[src/rtl/adder_arb_pkg.sv]
// ----------------------------------------------------------------------------
// adder_arb_pkg
// Shared definitions for the adder_arbiter slice:
//   NUM_REQ_DEF / WIDTH_DEF : default requester count and operand width
//   req_idx_t               : requester index, wide enough for the 8-port max
//   out_state_t             : output register occupancy (EMPTY / FULL)
// ----------------------------------------------------------------------------
package adder_arb_pkg;

    localparam int NUM_REQ_DEF = 4;
    localparam int WIDTH_DEF   = 32;
    localparam int IDX_W       = 3;    // covers the full 2..8 requester range

    typedef logic [IDX_W-1:0] req_idx_t;

    typedef enum logic {
        EMPTY = 1'b0,
        FULL  = 1'b1
    } out_state_t;

endpackage

[src/rtl/cla_32bit.sv]
// ----------------------------------------------------------------------------
// cla_32bit
// 32-bit two-level carry-lookahead adder: 4-bit lookahead groups whose group
// generate/propagate terms form the carry into the next group.
// Ports:
//   a, b  in  32  operands
//   cin   in  1   carry-in
//   sum   out 32  a + b + cin modulo 2^32
//   cout  out 1   carry out of bit 31
// ----------------------------------------------------------------------------
module cla_32bit (
    input  logic [31:0] a,
    input  logic [31:0] b,
    input  logic        cin,
    output logic [31:0] sum,
    output logic        cout
);

    logic [31:0] g;
    logic [31:0] p;
    logic [7:0]  gg;
    logic [7:0]  pg;
    logic [32:0] c;

    assign g = a & b;
    assign p = a ^ b;

    always_comb begin
        // NOTE: every signal written in a combinational block gets a default
        // first, so no path through the block can infer a latch.
        gg = '0;
        pg = '0;
        for (int j = 0; j < 8; j++) begin
            gg[j] = g[4*j+3]
                  | (p[4*j+3] & g[4*j+2])
                  | (p[4*j+3] & p[4*j+2] & g[4*j+1])
                  | (p[4*j+3] & p[4*j+2] & p[4*j+1] & g[4*j]);
            pg[j] = &p[4*j +: 4];
        end
    end

    // Carries inside a group are fully expanded from the group carry-in;
    // the group carry-out uses the group generate/propagate pair.
    always_comb begin
        c    = '0;
        c[0] = cin;
        for (int j = 0; j < 8; j++) begin
            c[4*j+1] = g[4*j] | (p[4*j] & c[4*j]);
            c[4*j+2] = g[4*j+1] | (p[4*j+1] & g[4*j])
                     | (p[4*j+1] & p[4*j] & c[4*j]);
            c[4*j+3] = g[4*j+2] | (p[4*j+2] & g[4*j+1])
                     | (p[4*j+2] & p[4*j+1] & g[4*j])
                     | (p[4*j+2] & p[4*j+1] & p[4*j] & c[4*j]);
            c[4*j+4] = gg[j] | (pg[j] & c[4*j]);
        end
    end

    assign sum  = p ^ c[31:0];
    assign cout = c[32];

endmodule

[src/rtl/adder_arbiter.sv]
// ----------------------------------------------------------------------------
// adder_arbiter
// Round-robin arbiter time-sharing one 32-bit carry-lookahead adder among
// NUM_REQ requesters, with a single-entry registered result stage.
// Ports:
//   clk        in   1              rising-edge clock
//   rst        in   1              synchronous active-high reset
//   req_valid  in   NUM_REQ        per-requester operand valid
//   req_a      in   NUM_REQ*WIDTH  packed operand A, requester i at [i*WIDTH +: WIDTH]
//   req_b      in   NUM_REQ*WIDTH  packed operand B, same packing
//   req_ready  out  NUM_REQ        one-hot grant (or zero), combinational
//   res_valid  out  1              result register is FULL
//   res_ready  in   1              consumer takes the result
//   res_sum    out  WIDTH          registered sum
//   res_cout   out  1              registered carry-out
//   res_id     out  clog2(NUM_REQ) requester that produced the result
// Configuration macro:
//   ADDER_ARB_SAT_EN  when defined, a carry-out clamps res_sum to all ones.
// WIDTH must be 32: the shared adder is a fixed 32-bit instance.
// ----------------------------------------------------------------------------
module adder_arbiter
    import adder_arb_pkg::*;
#(
    parameter int NUM_REQ = NUM_REQ_DEF,
    parameter int WIDTH   = WIDTH_DEF
) (
    input  logic                       clk,
    input  logic                       rst,
    input  logic [NUM_REQ-1:0]         req_valid,
    input  logic [NUM_REQ*WIDTH-1:0]   req_a,
    input  logic [NUM_REQ*WIDTH-1:0]   req_b,
    output logic [NUM_REQ-1:0]         req_ready,
    output logic                       res_valid,
    input  logic                       res_ready,
    output logic [WIDTH-1:0]           res_sum,
    output logic                       res_cout,
    output logic [$clog2(NUM_REQ)-1:0] res_id
);

    localparam int ID_W = $clog2(NUM_REQ);

    out_state_t       state;
    req_idx_t         last_grant;
    req_idx_t         grant_idx;
    logic             any_valid;
    logic             slot_open;
    logic             accept;
    logic [WIDTH-1:0] a_sel;
    logic [WIDTH-1:0] b_sel;
    logic [WIDTH-1:0] add_sum;
    logic             add_cout;
    logic [WIDTH-1:0] sum_final;

    // Round-robin pick: each valid requester gets a rank equal to its
    // distance after last_grant; the lowest rank wins. Depends only on
    // req_valid and last_grant, never on operand values.
    always_comb begin
        int rank;
        int best_rank;
        rank      = 0;
        best_rank = NUM_REQ;
        grant_idx = '0;
        for (int i = 0; i < NUM_REQ; i++) begin
            if (req_valid[i]) begin
                rank = (i - int'(last_grant) - 1 + 2 * NUM_REQ) % NUM_REQ;
                if (rank < best_rank) begin
                    best_rank = rank;
                    grant_idx = req_idx_t'(i);
                end
            end
        end
    end

    assign any_valid = |req_valid;
    // A FULL register can drain and refill in the same cycle; reset closes it.
    assign slot_open = !rst && ((state == EMPTY) || res_ready);
    assign accept    = slot_open && any_valid;

    always_comb begin
        req_ready = '0;
        a_sel     = '0;
        b_sel     = '0;
        for (int i = 0; i < NUM_REQ; i++) begin
            if (grant_idx == req_idx_t'(i)) begin
                req_ready[i] = accept;
                a_sel        = req_a[i*WIDTH +: WIDTH];
                b_sel        = req_b[i*WIDTH +: WIDTH];
            end
        end
    end

    cla_32bit u_cla (
        .a    (a_sel),
        .b    (b_sel),
        .cin  (1'b0),
        .sum  (add_sum),
        .cout (add_cout)
    );

`ifdef ADDER_ARB_SAT_EN
    assign sum_final = add_cout ? '1 : add_sum;
`else
    assign sum_final = add_sum;
`endif

    // NOTE: state registers use non-blocking assignments so every flop
    // samples pre-edge values regardless of statement order.
    always_ff @(posedge clk) begin
        if (rst) begin
            // NOTE: only control and the visible result are reset; the
            // operand path is purely combinational so nothing else holds state.
            state      <= EMPTY;
            res_sum    <= '0;
            res_cout   <= 1'b0;
            res_id     <= '0;
            last_grant <= req_idx_t'(NUM_REQ - 1);
        end else if (accept) begin
            state      <= FULL;
            res_sum    <= sum_final;
            res_cout   <= add_cout;
            res_id     <= grant_idx[ID_W-1:0];
            last_grant <= grant_idx;
        end else if ((state == FULL) && res_ready) begin
            state <= EMPTY;
        end
    end

    assign res_valid = (state == FULL);

endmodule
[config.mk]
export PLATFORM = sky130hd
export DESIGN_NAME = adder_arbiter
export DESIGN_NICKNAME = d
export VERILOG_FILES = /design/src/rtl/adder_arb_pkg.sv /design/src/rtl/cla_32bit.sv /design/src/rtl/adder_arbiter.sv
export SDC_FILE = /design/constraint.sdc
export NUM_CORES = 1
export LEC_CHECK = 0
export ABC_AREA = 1
export BUFFER_PORTS_ARGS = -buffer_cell sky130_fd_sc_hd__buf_2
export CAP_MARGIN = 20
export CORE_AREA = 10 10 138 108
export DETAILED_ROUTE_END_ITERATION = 12
export DIE_AREA = 0 0 148 118
export PLACE_DENSITY = 0.81
export SETUP_SLACK_MARGIN = 0.05
export SYNTH_ARGS = -nofsm -noshare
export SYNTH_HDL_FRONTEND = slang
export SYNTH_SLANG_ARGS = --single-unit
[constraint.sdc]
create_clock -name clk -period 8 [get_ports clk]
set_clock_uncertainty 0.05 [all_clocks]
set_input_delay 0.4 -clock clk [delete_from_list [all_inputs] [get_ports clk]]
set_output_delay 0.4 -clock clk [all_outputs]
set_load 0.02 [all_outputs]
==> run metrics <==
CTS tree=yes; final slew viol count=0; Register Area=761 µm²; Placed Area=0.00697 mm²; row cnt=35; clk sinks=38; Final HPWL DP=19,200 µm; fmax=138 MHz; drt first pass iters=5; GRT Util Overall=25.0%; die area=0.0175 mm²; Placeable Area=0.0122 mm²; Slew @ Worst Pin=982 ps; Cell Area, Synth=0.00549 mm²; Fill cells=1,231; post-route ant nets=0; DR top layer=met5; DRT iter0 DRCs=561; Synth Warn #=0; PD cells=538 mW/mm²; Worst EP required=8160 ps; outcome=finished clean; DP Cell Count=1,311; global-route wire length before repair=35,900 µm; total design power=3.86 mW; VDD IR-drop max=0.231 mV; number of port buffers=302; Avg Cell Area, Syn=6.18 µm²; CP Capture Type=register; multi-input logic area=0.00407 mm²; Setup Viol. Count Final=0; Metal-1 WL=10,600 µm; Static Leak=3.94 nW; RSZ-0062 raised after global routing=false; routed wl met3=2160 µm; Vias per Instance=5.29; startpoint class of the critical path=register; Root Driver=clkbuf_16; share of cells above drive strength 1=31.9%; Finished Layout Cells=1,326; final hold vios=0; gpl congestion=0.968; Hold Buf Count CTS=0; via count=7,010; most frequent CP cell=nand2_1; Final Cell Area=0.00717 mm²; Slew HR=34.4%; vias in the first global route=6,698; CTS buffer count=5; critical path's slowest cell=inv_1; WL final=23,500 µm; Initial Utilization=45.1%; critical path's largest stage delay=780 ps; setup TNS=0 ps; fin crit period=7250 ps; DRC viols=0; clk_lat worst skew=280 ps; Area Growth Syn to Fin=30.5%; initial antenna violation count=6; library cells used by synthesis=44; post-DR wirelength/cell=17.7 µm; clock tree buffer depth=2; Hold/Removal Path Class=in -> reg; GRT Residual Overflow=0; largest net degree at the start of global routing=84; period utilisation layout=90.6%; worst-path fanout max=26; syn_nets=1,202; die height=118 µm; final layout net count=1,467; DR WL met2=10,300 µm; Syn Inst Count=889; FF+latch count, synth=38; Max Cap Violations=0; clock-pin slew on the worst setup and hold paths=60 ps; WS Path Type=reg -> reg; Arrival @ worst endpoint=7400 ps; H-tree depth=2; Die X=148 µm; IO Pins=303; sequential-to-total area share from yosys stat=13.9%
==> critical path: cells and delay by family, from the launching register on <==
family / cells / cell delay (ps)
simple gates: 24 / 2500
xor+xnor: 1 / 160
flops: 1 / 480
buf+inv: 7 / 1520
compound gates: 7 / 950
fa+ha+maj: 5 / 1410
==> flip-flops by register name (all words and copies together) (netlist names) <==
register and flops:
last_grant 2, res_id 2, res_sum 32, res_cout 1
res_valid 1
==> per-stage QoR <==
| step | setup slack (ps) | hold slack, ps | utilization (%) |
|---|---|---|---|
| 3_5_place_dp | 632 | 407 | 57.3 |
| 3_3_place_gp | 871 | 398 | 57.3 |
| 6_report | 755 | 337 | 58.9 |
| 4_1_cts | 574 | 336 | 58.6 |
| 5_1_grt | 196 | 349 | 58.8 |
| 2_1_floorplan | 1800 | 419 | - |
==> path summary, 6_finish.rpt <==
check / start / to / slack [ps] / cells after the start
setup / recovery: last_grant[0]$_SDFFE_PP1P_ / res_sum[29]$_SDFFE_PP0P_ / 750 / 44
hold / removal: rst / res_cout$_SDFFE_PP0P_ / 340 / 2
setup reg to reg: last_grant[0]$_SDFFE_PP1P_ / res_sum[29]$_SDFFE_PP0P_ / 750 / 44
hold reg to reg: res_id[1]$_SDFFE_PP0P_ / res_id[1]$_SDFFE_PP0P_ / 420 / 2
==> routing by layer <==
| metal | vias up | track usage (%) |
|---|---|---|
| met2 | 344 | 38.8 |
| met4 | 4 | 5.56 |
| li1 | 3482 | - |
| met3 | 27 | 5.88 |
| met5 | - | 0 |
| met1 | 3153 | 34.0 |
==> cells in the final DEF (no fill, tap or decap), types with 4 or more instances in the layout <==
master     instances
nand2_1          173
or2_1              9
diode_2            5
o21ai_0           34
xnor2_1            5
nor3_1             8
nand3_1          109
nor2_1            99
xor2_1             8
inv_2              9
a31oi_1            4
fa_1               8
ha_1              42
a21oi_1           21
buf_4              6
clkbuf_16          5
nand4_2            4
o21ai_1            5
or2_2             30
inv_1             89
nand4_1           39
buf_2            302
nand3b_1          79
dfxtp_1           38
==> cell usage after synthesis, drive strengths merged <==
master,number,area share (%)
buf,31,4.0
nor3,8,0.73
o221ai,1,0.16
a211oi,1,0.14
fa,8,2.9
a221oi,1,0.16
nor2,102,7.2
clkbuf,20,1.4
o211ai,1,0.14
xnor2,5,0.80
dfxtp,38,14
nand3,111,10
nand2,176,12
clkinv,1,0.068
o22ai,1,0.11
a31oi,4,0.46
xor2,8,1.3
a21boi,1,0.14
o31ai,3,0.41
a2111oi,1,0.16
a21oi,22,2.1
nand3b,79,11
or2,39,4.4
o2111ai,1,0.16
inv,99,6.8
ha,42,9.6
o21ai,40,3.7
nand4,43,5.4
mux2i,1,0.18
o21bai,1,0.14
==> final cells by class <==
class	instances	area share, %
Multi-Input combinational cell	700	56.8
Timing Repair Buffer	309	22.0
Sequential cell	38	10.6
Inverter	100	5.27
Tap cell	166	2.90
Clock buffer	7	1.85
Clock inverter	1	0.419
Antenna cell	5	0.175
==> power breakdown <==
group | switching [mW] | internal, mW
Clock | 0.0800 | 0.148
Sequential | 0.0434 | 0.279
Combinational | 2.12 | 1.19
==> repair_timing <==
action,4_1_cts,5_1_grt
buffers inserted,0,2
gates resized for setup,0,2
endpoints found under the setup margin,0,3
==> logic make-up after synthesis <==
logic type,synth area share [%]
mux,0.182
xor+xnor,2.07
fa+ha+maj,12.5
compound gates,7.95
buf+inv,12.2
simple gates,51.3
flops,13.9
No activity file was read; power rests on OpenSTA's default activity.
